`src/rtl/port_reorder_fifo_if.sv`:
```
// Bundle of the handshake, data and status signals of port_reorder_fifo.
//   master: group producer / result consumer (drives in_*, out_ack)
//   slave : the reorder FIFO itself
// Signals:
//   in_stb, in_ready          input group handshake
//   in_ids, in_data, in_lvalid lane i at [i*W +: W]
//   out_stb, out_ack          head group handshake
//   out_data, out_lvalid      slot k = lane whose original ID is k
//   perm_err, err_count       bad-permutation pulse and saturating count
//   level                     FIFO occupancy
interface port_reorder_fifo_if #(
  parameter int unsigned NUM_PORTS = 3,
  parameter int unsigned DATA_W    = 16,
  parameter int unsigned ID_W      = 2,
  parameter int unsigned DEPTH     = 4,
  parameter int unsigned ERR_W     = 8
);
  logic                        in_stb;
  logic                        in_ready;
  logic [NUM_PORTS*ID_W-1:0]   in_ids;
  logic [NUM_PORTS*DATA_W-1:0] in_data;
  logic [NUM_PORTS-1:0]        in_lvalid;
  logic                        out_stb;
  logic                        out_ack;
  logic [NUM_PORTS*DATA_W-1:0] out_data;
  logic [NUM_PORTS-1:0]        out_lvalid;
  logic                        perm_err;
  logic [ERR_W-1:0]            err_count;
  logic [$clog2(DEPTH):0]      level;

  modport master (
    output in_stb, in_ids, in_data, in_lvalid, out_ack,
    input  in_ready, out_stb, out_data, out_lvalid, perm_err, err_count, level
  );

  modport slave (
    input  in_stb, in_ids, in_data, in_lvalid, out_ack,
    output in_ready, out_stb, out_data, out_lvalid, perm_err, err_count, level
  );
endinterface

```
`src/rtl/port_reorder_fifo.sv`:
```
// Reorders one group of NUM_PORTS lane results back to original-port slots and
// queues the reordered groups in a DEPTH-entry FIFO.
// Ports:
//   clk    rising-edge clock
//   rst_n  asynchronous active-low reset
//   bus    port_reorder_fifo_if.slave: in_stb/in_ready/in_ids/in_data/in_lvalid,
//          out_stb/out_ack/out_data/out_lvalid, perm_err, err_count, level
// Groups whose IDs are not a permutation of 0..NUM_PORTS-1 are still queued, but
// with all data and lane-valid bits cleared, and are counted in err_count.
module port_reorder_fifo #(
  parameter int unsigned NUM_PORTS = 3,
  parameter int unsigned DATA_W    = 16,
  parameter int unsigned ID_W      = 2,
  parameter int unsigned DEPTH     = 4,
  parameter int unsigned ERR_W     = 8
) (
  input logic               clk,
  input logic               rst_n,
  port_reorder_fifo_if.slave bus
);
  localparam int unsigned PTR_W   = $clog2(DEPTH);
  localparam int unsigned LVL_W   = PTR_W + 1;
  localparam int unsigned DBITS   = NUM_PORTS * DATA_W;
  localparam int unsigned ENTRY_W = DBITS + NUM_PORTS;
  localparam logic [LVL_W-1:0] FULL_LVL = LVL_W'(DEPTH);
  localparam logic [ERR_W-1:0] ERR_MAX  = '1;

  logic [PTR_W-1:0]     wr_ptr_q, rd_ptr_q;
  logic [LVL_W-1:0]     level_q;
  logic                 perm_err_q;
  logic [ERR_W-1:0]     err_count_q;
  logic [ENTRY_W-1:0]   mem_q [DEPTH];

  logic                 perm_ok;
  logic [DBITS-1:0]     wr_data;
  logic [NUM_PORTS-1:0] wr_lvalid;
  logic                 in_ready, out_stb, push, pop;
  logic [ENTRY_W-1:0]   head;

  // Permutation check covers every lane, whether or not its lane-valid is set.
  always_comb begin
    perm_ok = 1'b1;
    for (int i = 0; i < int'(NUM_PORTS); i++) begin
      if (int'(bus.in_ids[i*ID_W +: ID_W]) >= int'(NUM_PORTS)) perm_ok = 1'b0;
      for (int j = i + 1; j < int'(NUM_PORTS); j++) begin
        if (bus.in_ids[i*ID_W +: ID_W] == bus.in_ids[j*ID_W +: ID_W]) perm_ok = 1'b0;
      end
    end
  end

  // Slot k gathers the lane that carries ID k; a bad group is written as all zero.
  always_comb begin
    wr_data   = '0;
    wr_lvalid = '0;
    if (perm_ok) begin
      for (int k = 0; k < int'(NUM_PORTS); k++) begin
        for (int i = 0; i < int'(NUM_PORTS); i++) begin
          if (bus.in_ids[i*ID_W +: ID_W] == ID_W'(k)) begin
            wr_data[k*DATA_W +: DATA_W] = bus.in_data[i*DATA_W +: DATA_W];
            wr_lvalid[k]                = bus.in_lvalid[i];
          end
        end
      end
    end
  end

  // in_ready comes from registered occupancy only, so a pop never opens a slot
  // for a push in the same cycle.
  assign in_ready = (level_q != FULL_LVL);
  assign out_stb  = (level_q != '0);
  assign push     = bus.in_stb && in_ready;
  assign pop      = out_stb && bus.out_ack;

  always_ff @(posedge clk or negedge rst_n) begin
    if (!rst_n) begin
      wr_ptr_q    <= '0;
      rd_ptr_q    <= '0;
      level_q     <= '0;
      perm_err_q  <= 1'b0;
      err_count_q <= '0;
    end else begin
      if (push) wr_ptr_q <= wr_ptr_q + PTR_W'(1);
      if (pop)  rd_ptr_q <= rd_ptr_q + PTR_W'(1);
      unique case ({push, pop})
        2'b10:   level_q <= level_q + LVL_W'(1);
        2'b01:   level_q <= level_q - LVL_W'(1);
        default: ;
      endcase
      perm_err_q <= push && !perm_ok;
      if (push && !perm_ok && (err_count_q != ERR_MAX)) begin
        err_count_q <= err_count_q + ERR_W'(1);
      end
    end
  end

  // Storage needs no reset: the head is masked to zero whenever the FIFO is empty.
  always_ff @(posedge clk) begin
    if (push) mem_q[wr_ptr_q] <= {wr_lvalid, wr_data};
  end

  assign head = mem_q[rd_ptr_q];

  assign bus.in_ready   = in_ready;
  assign bus.out_stb    = out_stb;
  assign bus.out_data   = out_stb ? head[DBITS-1:0] : '0;
  assign bus.out_lvalid = out_stb ? head[ENTRY_W-1:DBITS] : '0;
  assign bus.perm_err   = perm_err_q;
  assign bus.err_count  = err_count_q;
  assign bus.level      = level_q;
endmodule
```
`src/flat_wrapper.sv`:
```
// flat-port wrapper written by rule: the top's interface ports become plain ports
module port_reorder_fifo_flat 
#(
  parameter int unsigned NUM_PORTS = 3,
  parameter int unsigned DATA_W    = 16,
  parameter int unsigned ID_W      = 2,
  parameter int unsigned DEPTH     = 4,
  parameter int unsigned ERR_W     = 8
)
  (clk, rst_n, bus_in_stb, bus_in_ids, bus_in_data, bus_in_lvalid, bus_out_ack, bus_in_ready, bus_out_stb, bus_out_data, bus_out_lvalid, bus_perm_err, bus_err_count, bus_level);
  port_reorder_fifo_if #(.NUM_PORTS(NUM_PORTS), .DATA_W(DATA_W), .ID_W(ID_W), .DEPTH(DEPTH), .ERR_W(ERR_W)) bus_i ();
  input logic clk;
  input logic rst_n;
  input wire logic [$bits(bus_i.in_stb)-1:0] bus_in_stb;
  input wire logic [$bits(bus_i.in_ids)-1:0] bus_in_ids;
  input wire logic [$bits(bus_i.in_data)-1:0] bus_in_data;
  input wire logic [$bits(bus_i.in_lvalid)-1:0] bus_in_lvalid;
  input wire logic [$bits(bus_i.out_ack)-1:0] bus_out_ack;
  output wire logic [$bits(bus_i.in_ready)-1:0] bus_in_ready;
  output wire logic [$bits(bus_i.out_stb)-1:0] bus_out_stb;
  output wire logic [$bits(bus_i.out_data)-1:0] bus_out_data;
  output wire logic [$bits(bus_i.out_lvalid)-1:0] bus_out_lvalid;
  output wire logic [$bits(bus_i.perm_err)-1:0] bus_perm_err;
  output wire logic [$bits(bus_i.err_count)-1:0] bus_err_count;
  output wire logic [$bits(bus_i.level)-1:0] bus_level;
  assign bus_i.in_stb = bus_in_stb;
  assign bus_i.in_ids = bus_in_ids;
  assign bus_i.in_data = bus_in_data;
  assign bus_i.in_lvalid = bus_in_lvalid;
  assign bus_i.out_ack = bus_out_ack;
  assign bus_in_ready = bus_i.in_ready;
  assign bus_out_stb = bus_i.out_stb;
  assign bus_out_data = bus_i.out_data;
  assign bus_out_lvalid = bus_i.out_lvalid;
  assign bus_perm_err = bus_i.perm_err;
  assign bus_err_count = bus_i.err_count;
  assign bus_level = bus_i.level;
  port_reorder_fifo #(.NUM_PORTS(NUM_PORTS), .DATA_W(DATA_W), .ID_W(ID_W), .DEPTH(DEPTH), .ERR_W(ERR_W)) u_core (.clk(clk), .rst_n(rst_n), .bus(bus_i));
endmodule
```
`config.mk`:
```
export PLATFORM = sky130hd
export DESIGN_NAME = port_reorder_fifo_flat
export DESIGN_NICKNAME = d
export VERILOG_FILES = /design/src/rtl/port_reorder_fifo_if.sv /design/src/rtl/port_reorder_fifo.sv /design/src/flat_wrapper.sv
export SDC_FILE = /design/constraint.sdc
export NUM_CORES = 1
export LEC_CHECK = 0
export CAP_MARGIN = 20
export CORE_MARGIN = 2
export CORE_UTILIZATION = 40
export CTS_BUF_LIST = sky130_fd_sc_hd__clkbuf_16
export CTS_CLUSTER_DIAMETER = 100
export DETAILED_ROUTE_END_ITERATION = 16
export GPL_ROUTABILITY_DRIVEN = 0
export PLACE_DENSITY = 0.71
export REMOVE_ABC_BUFFERS = 1
export SLEW_MARGIN = 0
export SYNTH_ARGS = -nofsm -noshare
export SYNTH_HDL_FRONTEND = slang
export SYNTH_SLANG_ARGS = --single-unit
```
`constraint.sdc`:
```
create_clock -name clk -period 2.4 [get_ports clk]
set_input_delay 0.48 -clock clk [delete_from_list [all_inputs] [get_ports clk]]
set_output_delay 0.48 -clock clk [all_outputs]
set_load 0.02 [all_outputs]
```
After elaboration in Yosys (flattened, before gate mapping)
Memories as Yosys holds them, arrays and structs flattened.
Index checks and enable logic that the tools add are counted.
{"block": "op_classes", "n_addsub": 5, "order_cmp": 3, "n_eq_ne": 13, "mux": 31, "reduce_logical": 10}
{"cell": "16-bit two-way mux", "count": 9}
{"cell": "48-bit two-way mux", "count": 2}
{"cell": "1-bit two-way mux", "count": 17}
{"cell": "8-bit by 1-bit adder with 8-bit output, second input constant", "count": 1}
{"cell": "2-bit by 1-bit == test with 1-bit output, second input constant", "count": 4}
{"cell": "2-bit == test, second input constant", "count": 4}
{"cell": "8-bit != test, second input constant", "count": 1}
{"cell": "2-bit == test", "count": 3}
{"cell": "2-bit >= comparator, second input constant", "count": 3}
{"cell": "2-bit logical NOT", "count": 3}
{"cell": "3-bit two-way mux", "count": 2}
{"cell": "3-bit one-hot mux with 2 select lines", "count": 1}
{"cell": "2-bit by 1-bit adder with 2-bit output, second input constant", "count": 2}
{"cell": "1-bit logical AND", "count": 4}
{"cell": "3-bit by 1-bit adder with 3-bit output, second input constant", "count": 1}
{"cell": "3-bit != test, second input constant", "count": 1}
{"cell": "3-bit nonzero test", "count": 1}
{"cell": "3-bit by 1-bit subtractor with 3-bit output, second input constant", "count": 1}
{"cell": "2-bit nonzero test", "count": 1}
{"cell": "1-bit logical NOT", "count": 1}
{"block": "totals", "reg_bits": 16, "ram_bits": 204, "input_bits": 61, "out_inout_bits": 65, "wordCells": 68, "mem_count": 1}
{"memory": "u_core.mem_q", "depth": 4, "width": 51, "rd": 1, "rd_ports_with_merged_regs": 0, "write_ports": 1, "line": "port_reorder_fifo.sv:32", "rtl": "logic [ENTRY_W-1:0] mem_q [DEPTH];"}

Logic depth before layout (Yosys ltp)
Gate-level depths: netlist of the first run.
{"block": "logic_depth", "word_depth": 10, "mapped_depth": 9, "depth_no_buf": 9}

Worst setup path before layout of the first run
No wires, ideal clock.
{"block": "synth_path", "path_type": "register to register", "from": "reg u_core.level_q[2] (netlist: u_core.bus.level[2])", "to": "mem u_core.mem_q[0][0] (netlist bit) (enable)", "setup_time_ns": 0.414, "arrival_ns": 2.134, "t_required_ns": 1.986, "path_slack_ns": -0.149, "stages_incl_launch_ff": 3, "n_path_buf": 0, "synth_period_minus_slack_ns": 2.549, "cell_sequence": "dfrtp_1 or3b_1 and3_1"}
{"block": "synth_via", "elab_chain_cells": 4}
{"item": "start, declared", "line": "port_reorder_fifo.sv:29", "rtl": "logic [LVL_W-1:0] level_q;"}
{"item": "start signal, assigned", "line": "port_reorder_fifo.sv:85", "rtl": "2'b10: level_q <= level_q + LVL_W'(1);"}
{"item": "start signal, assigned", "line": "port_reorder_fifo.sv:86", "rtl": "2'b01: level_q <= level_q - LVL_W'(1);"}
{"item": "3-bit != test", "line": "port_reorder_fifo.sv:69", "rtl": "assign in_ready = (level_q != FULL_LVL);"}
{"item": "via bus_in_ready", "line": "flat_wrapper.sv:19", "rtl": "output wire logic [$bits(bus_i.in_ready)-1:0] bus_in_ready;"}
{"item": "1-bit logical AND", "line": "port_reorder_fifo.sv:71", "rtl": "assign push = bus.in_stb && in_ready;"}
{"item": "1-bit two-way mux", "line": "port_reorder_fifo.sv:98", "rtl": "if (push) mem_q[wr_ptr_q] <= {wr_lvalid, wr_data};"}
{"item": "1-bit two-way mux (implied by the code)", "line": "port_reorder_fifo.sv:98"}
{"item": "end, declared", "line": "port_reorder_fifo.sv:32"}
The timed path passes the listed nets, and every way through them passes these cells.

Worst setup path after layout of the first run
{"block": "layout_path", "from": "reg u_core.rd_ptr_q[0]", "to": "out bus_out_data[32]"}
{"block": "layout_via", "elab_chain_cells": 2}
{"item": "start, declared", "line": "port_reorder_fifo.sv:28", "rtl": "logic [PTR_W-1:0] wr_ptr_q, rd_ptr_q;"}
{"item": "start signal, assigned", "line": "port_reorder_fifo.sv:83", "rtl": "if (pop) rd_ptr_q <= rd_ptr_q + PTR_W'(1);"}
{"item": "memory read 4 x 51 bit"}
{"item": "48-bit two-way mux", "line": "port_reorder_fifo.sv:105", "rtl": "assign bus.out_data = out_stb ? head[DBITS-1:0] : '0;"}
{"item": "end, declared", "line": "flat_wrapper.sv:21", "rtl": "output wire logic [$bits(bus_i.out_data)-1:0] bus_out_data;"}
Every way passes these cells.

==> metrics.txt, run 1 <==
Overflow after GRT=0; core area=around 0.024 mm²; CP required=around 1.9 ns; vias per cell=5.49; crit-path most repeated cell=buf_4; vias in the first global route=6512; sw power=about 5.2 mW; Port Buffers=~130; crit path time final=2.58 ns; Die Wd=160 µm; fmax=~0.39 GHz; Fillers=1853; RSZ-0062 raised after global routing=yes; Power Dens Cells=between 1000 and 1500 mW/mm²; fin worst setup slack=-0.178 ns; Synth Flop Type=edfxtp_1; die area=0.0255 mm²; internal power=approximately 11 mW; hold crit path type=in -> async; Fin Clk Skew=0.0156 ns; CP top delay family=multiplexers; Final period util=107%; multi-input logic area=0.00309 mm²; most common cell after layout, fill and taps aside=edfxtp_1; die height=approximately 160 µm; crit path max-delay cell type=mux4_2; Finished Layout Cells=~1100; Sw Share=around a third; vias=6167; Mean Syn Cell Area=16.2 µm²; Pleak=4.52 nW; Layout Utilization=54.8%; buffer and inverter count on the worst path=3; largest net degree at the start of global routing=52; Setup Viol. Count Final=51; HPWL Detailed=15.0 mm; clock-pin transition on the worst setup and hold timing paths=approximately 0.060 ns; io pins=126; Inserted Clock Buffers=23; max cap viols=0; final antenna-violating net count=0; Synth cell types=35; post-route DRC violation count=0; area of the mapped netlist=approximately 0.0097 mm²; VDD IR-drop max=about 1000 µV; first-pass GRT wire length=approximately 36 mm; Avg WL per Cell=approximately 21 µm; PnR Total Power=between 15 and 20 mW; most frequent cells in the layout=edfxtp_1, clkdlybuf4s50_1, nor2_1, buf_4; clock root cell=clkbuf_16; final max-slew violation count=0; initial core utilization=about two fifths; EDFF count, synth=slightly above 200; ordered cell list for the critical path=buf_12, buf_4, mux4_2, and2_4, buf_4; clk buf depth=3; initial antenna violation count=0; Max FO, Critical Path=11; Sequential Area=about 0.0065 mm²; Worst-Margin Slew=0.798 ns; Row Count=56; hold_buf cts=0; slew margin rel.=a little under half; CTS tree=yes; CP Class=reg -> out; final wirelength=roughly 24 mm; final instance area=around 0.013 mm²; critical path arrival=2.10 ns; Clock H-tree levels=1; final hold violation count=0; first-pass iteration count of the detailed router=5; CP max stage delay=about 0.49 ns; nature of the critical path startpoint=flop; Layout area overhead=33.4%; Synth Instances=roughly 600; setup tns final=-6.10 ns; placed cell count=about 1100; final net count=about 860; gr usage total=between 10% and 20%; Clk pwr share=22.5%; Clock Sink Count=between 200 and 250; Seq pwr share=about a third; # diodes=0; Comb power frac=between 40 and 50%; Starting DRT DRC Count=630; flops & latches, synth=between 200 and 250; fraction of registers with async set/reset=7.27%; CP endpoint kind=output port; Clk Latency, worst-skew pair=approximately 0.51 ns; failing checks=negative setup slack; layout cells sized above 1=around a third; placed cell areas=~0.012 mm²; warnings from Yosys=0; status=finished, violations left; sequential area share after synthesis=67.3%
## timing repair
action / in CTS / in global routing
resized for setup: 214 / 91
pin swaps: 1 / 2
setup endpoints to repair: 54 / 58
buffers inserted: 4 / 10
## worst paths after layout
kind                                                     start                                  end  slack (ns)  cells past startpoint
min                                                      rst_n  u_core.bus.err_count[5]$_DFFE_PN0P_        0.44                      1
max reg2reg                    u_core.bus.level[2]$_DFFE_PN0P_      u_core.bus.level[1]$_DFFE_PN0P_        0.11                      7
max                             u_core.rd_ptr_q[0]$_DFFE_PN0P_                     bus_out_data[32]       -0.18                      5
min in group clk           u_core.bus.err_count[7]$_DFFE_PN0P_  u_core.bus.err_count[7]$_DFFE_PN0P_        0.52                      1
max in group asynchronous                                rst_n       u_core.rd_ptr_q[0]$_DFFE_PN0P_        1.38                      1
min reg2reg                u_core.bus.err_count[7]$_DFFE_PN0P_  u_core.bus.err_count[7]$_DFFE_PN0P_        0.52                      1
## power by group through the flow
stage | registers [mW] | logic [mW] | clock network [mW]
after detailed placement | 5.59 | 6.70 | 0
after floorplan | 5.86 | 3.34 | 0
after global placement | 5.51 | 6.64 | 0
after CTS | 5.52 | 6.26 | 3.76
after global routing | 5.60 | 7.71 | 3.93
final | 5.53 | 7.25 | 3.71
## cells in the mapped netlist, types with 3 or more instances
library cell | count | share of area (%)
nor2b_1 | 3 | 0.19
and2_1 | 54 | 3.5
mux4_2 | 51 | 12
nor2_1 | 58 | 2.2
xor2_1 | 5 | 0.45
a211oi_1 | 51 | 3.9
buf_1 | 3 | 0.12
ha_1 | 6 | 0.77
dfrtp_1 | 16 | 4.1
xnor2_1 | 10 | 0.90
nand2_1 | 4 | 0.15
and3_1 | 6 | 0.39
nand2b_1 | 3 | 0.19
buf_2 | 11 | 0.57
clkbuf_1 | 30 | 1.2
inv_1 | 7 | 0.27
edfxtp_1 | 204 | 63
a22oi_1 | 51 | 3.9
nand3_1 | 9 | 0.46
## per-stage QoR
step	hold WS, ns	setup slack, ns
after floorplan	0.184	-1.53
final	0.437	-0.178
after global routing	0.492	-0.245
after CTS	0.446	-0.294
after global placement	0.490	-0.187
after detailed placement	0.500	-0.375
## per-layer routing
metal | vias up | track usage (%) | wire length [µm]
li1 | 2757 | - | -
met1 | 3072 | 24.6 | 9860
met2 | 298 | 30.3 | 11400
met3 | 40 | 3.92 | 2040
met4 | 0 | 4.34 | 389
met5 | - | 0 | 0
## layout make-up
cell class | instances | area share [%]
clock buffer | 23 | 4.45
clock inverter | 19 | 1.76
inverter | 8 | 0.232
multi-input combinational | 327 | 23.9
sequential | 220 | 50.5
tap | 319 | 3.08
timing repair buffer | 207 | 16.1
## sequential cells by signal (all words and copies together) (netlist names)
signal                count
u_core.bus.perm_err       1
u_core.wr_ptr_q           2
u_core.rd_ptr_q           2
u_core.bus.level          3
u_core.mem_q            204
u_core.bus.err_count      8
## cells by family (layout without fill, tap and decap cells)
family | after synthesis | after routing | synth area share [%]
flops | 220 | 220 | 67.3
simple gates | 147 | 147 | 8.01
compound gates | 106 | 106 | 8.23
mux | 52 | 52 | 12.0
buf+inv | 52 | 257 | 2.15
xor+xnor | 15 | 15 | 1.35
fa+ha+maj | 7 | 7 | 0.981
Power figures use the tool's default switching activity.
==> run 2: changes to the inputs <==
==> constraint.sdc (replaced) <==
create_clock -name clk -period 2.4 [get_ports clk]
set_input_delay 0.48 -clock clk [delete_from_list [all_inputs] [get_ports clk]]
set_output_delay 0.48 -clock clk [all_outputs]
set_load 0.05 [all_outputs]
==> run 2 against run 1 <==
  * The flow still finishes with violations (negative setup slack)
  * Clock skew is 0.0012 ns lower
  * Sequential share of layout area fell by 1.0 points
  * Total power up 20%
  * Sequential power is essentially flat
  * Via count fell by 0.76%
  * Highest routed layer unchanged
  * Critical endpoint is now bus_out_data[31]
  * Register-to-register slack improved by 0.03 ns
  * Count of clock-buffer cells in the layout is the same
==> metrics.txt, run 2 (synthesized netlist as in run 1, its figures left out) <==
crit path max-delay cell type=mux4_2; clock root cell=clkbuf_16; Row Count=56 (unchanged); final max-slew violation count=0 (unchanged); Inserted Clock Buffers=23 (unchanged); Max FO, Critical Path=8 (-3); Clk Latency, worst-skew pair=0.50 ns (about the same); Layout Utilization=55.9% (+1.1 points); max FFs per register=204 (unchanged); Fillers=1821 (-1.7%); Clk pwr share=17.3% (-5.2 points); Overflow after GRT=0 (unchanged); # diodes=0 (unchanged); vias in the first global route=6412 (-1.5%); CP required=1.92 ns (about the same); Top reg by flops=u_core.mem_q; multi-input logic area=0.00308 mm² (-0.28%); post-route DRC violation count=0 (unchanged); CP max stage delay=0.56 ns (+0.07 ns); Port Buffers=125 (unchanged); Sequential Area=0.00653 mm² (unchanged); CP Class=reg -> out; gr usage total=18.2% (-0.051 points); GR Util met3=3.61% (-0.31 points); Pleak=4.58 nW (+1.3%); max cap viols=0 (unchanged); Avg WL per Cell=21.2 µm (+0.19%); most common cell after layout, fill and taps aside=edfxtp_1; placed cell areas=0.0124 mm² (+3.6%); largest net degree at the start of global routing=53 (+1.9%); layout cells sized above 1=32.1% (-2.1 points); Worst R2R End=u_core.bus.level[2]$_DFFE_PN0P_; Critical Path Stages=4 (-1); core area=0.0236 mm² (unchanged); Final period util=107% (about the same); Comb power frac=54.9% (+11 points); io pins=126 (unchanged); Worst-Margin Slew=0.824 ns (+0.0254 ns); CP endpoint kind=output port; final instance area=0.0132 mm² (+2.0%); initial core utilization=41.1% (unchanged); ordered cell list for the critical path=buf_8, mux4_2, and2_1, buf_12; vias=6120 (-0.76%); final wirelength=23.3 mm (-1.7%); Fin Clk Skew=0.0144 ns (-0.00124 ns); Clock Sink Count=220 (unchanged); Critical R2R Launch=u_core.bus.level[1]$_DFFE_PN0P_; first-pass GRT wire length=36.0 mm (-0.85%); nature of the critical path startpoint=flop; die height=160 µm (unchanged); Reg2Reg Depth=9 (+2); failing checks=negative setup slack; CP top delay family=multiplexers; Seq pwr share=27.8% (-5.7 points); clk buf depth=3 (unchanged); critical path arrival=2.10 ns (about the same); Power Dens Cells=1500 mW/mm² (+18%); first-pass iteration count of the detailed router=5 (unchanged); sw power=7.36 mW (+40%); setup tns final=-7.26 ns (-1.16 ns); placed cell count=1062 (-0.56%); GR Util met1=24.3% (-0.36 points); buffer and inverter count on the worst path=2 (-1); status=finished, violations left; vias per cell=5.55 (+1.1%); Starting DRT DRC Count=662 (+5.1%); Layout area overhead=36.1%; GRT met2 Usage=30.2% (-0.14 points); fin worst setup slack=-0.178 ns (+0.000146 ns); final net count=836 (-2.2%); CTS tree=yes; clock-pin transition on the worst setup and hold timing paths=0.06 ns (about the same); Sw Share=37.1% (+5.3 points); most frequent cells in the layout=edfxtp_1, clkdlybuf4s50_1, buf_12; fmax=0.388 GHz (about the same); post-CTS setup buffer count=0 (-4); hold crit path type=in -> async; reg2reg setup slack=0.14 ns (+0.03 ns); slew margin rel.=44.9% (-1.7 points); Setup Viol. Count Final=51 (unchanged); final hold violation count=0 (unchanged); GRT Max-Usage Layer=met2; Clock H-tree levels=1 (unchanged); crit path time final=2.58 ns (-0.000146 ns); initial antenna violation count=0 (unchanged); VDD IR-drop max=1290 µV (+27%); final antenna-violating net count=0 (unchanged); Die Wd=160 µm (unchanged); die area=0.0255 mm² (unchanged); internal power=12.5 mW (+11%); HPWL Detailed=14.8 mm (-1.8%); RSZ-0062 raised after global routing=yes; Finished Layout Cells=1102 (-1.9%)
[run 2: changes by cell type in the layout (fill, tap and decap cells not counted), moves of 2 or more]
cell / change
buf_12: +45
buf_6: -36
buf_2: -19
buf_4: -9
inv_1: +3
bufinv_16: -2
clkinv_2: -2
[run 2: power by group through the flow]
stage          Combinational (mW)  Clock (mW)  Sequential (mW)
2_1_floorplan                5.06           0             6.04
3_3_place_gp                 10.4           0             5.48
3_5_place_dp                 10.5           0             5.56
4_1_cts                      11.0        3.51             5.49
5_1_grt                      11.3        3.65             5.57
6_report                     10.9        3.44             5.50
[run 2: area by class of cell]
class                           count  area share, %
Timing Repair Buffer              188           18.3
Inverter                            8          0.227
Clock buffer                       23           4.36
Clock inverter                     17           1.20
Sequential cell                   220           49.5
Tap cell                          319           3.02
Multi-Input combinational cell    327           23.4
[run 2: worst reg2reg max path, stage by stage, from the launching register on]
cell and delay (ns):
dfrtp_1 0.42, or3b_4 0.45, and2_4 0.20, inv_2 0.07
ha_1 0.19, inv_1 0.07, fa_1 0.37, xor2_1 0.15
nor2_1 0.11, xor2_1 0.16
[run 2: worst max path at each step]
stage,startpoint,end,slack [ns]
floorplan,bus_in_ids[4],u_core.bus.err_count[1]$_DFFE_PN0P_,-1.53
global placement,bus_in_ids[3],u_core.bus.err_count[1]$_DFFE_PN0P_,-0.15
detailed placement,bus_in_ids[3],u_core.mem_q[2][15]$_DFFE_PP_,-0.34
CTS,u_core.rd_ptr_q[0]$_DFFE_PN0P_,bus_out_data[43],-0.22
global route,u_core.rd_ptr_q[0]$_DFFE_PN0P_,bus_out_data[31],-0.25
finish,u_core.rd_ptr_q[0]$_DFFE_PN0P_,bus_out_data[31],-0.18
[run 2: repair_timing]
item | in CTS | in global routing
endpoints found under the setup margin | 52 | 53
hold buffers | 0 | 0
resized for setup | 36 | 3
[run 2: metal layers]
layer  vias to the layer above  wire [µm]
li1                       2717          -
met1                      3063       9310
met2                       299      11400
met3                        41       2140
met4                         0        484
met5                         -          0
[run 2: through the flow]
step	setup WS [ns]	total power [mW]	hold slack, ns
floorplan	-1.53	11.1	0.184
global placement	-0.147	15.9	0.490
detailed placement	-0.344	16.1	0.488
CTS	-0.220	20.0	0.461
global route	-0.246	20.5	0.509
finish	-0.178	19.8	0.451
==> run 3: changes to the inputs <==
--- a/config.mk
+++ b/config.mk
@@ -11,7 +11,6 @@
 export CTS_BUF_LIST = sky130_fd_sc_hd__clkbuf_16
 export CTS_CLUSTER_DIAMETER = 100
 export DETAILED_ROUTE_END_ITERATION = 16
-export GPL_ROUTABILITY_DRIVEN = 0
 export PLACE_DENSITY = 0.71
 export REMOVE_ABC_BUFFERS = 1
 export SLEW_MARGIN = 0
==> constraint.sdc (replaced) <==
create_clock -name clk -period 2.4 [get_ports clk]
set_input_delay 0.48 -clock clk [delete_from_list [all_inputs] [get_ports clk]]
set_output_delay 0.48 -clock clk [all_outputs]
set_load 0.02 [all_outputs]
==> results of run 3 <==
No change in the layout: final DEF, timing and power equal those of run 1.
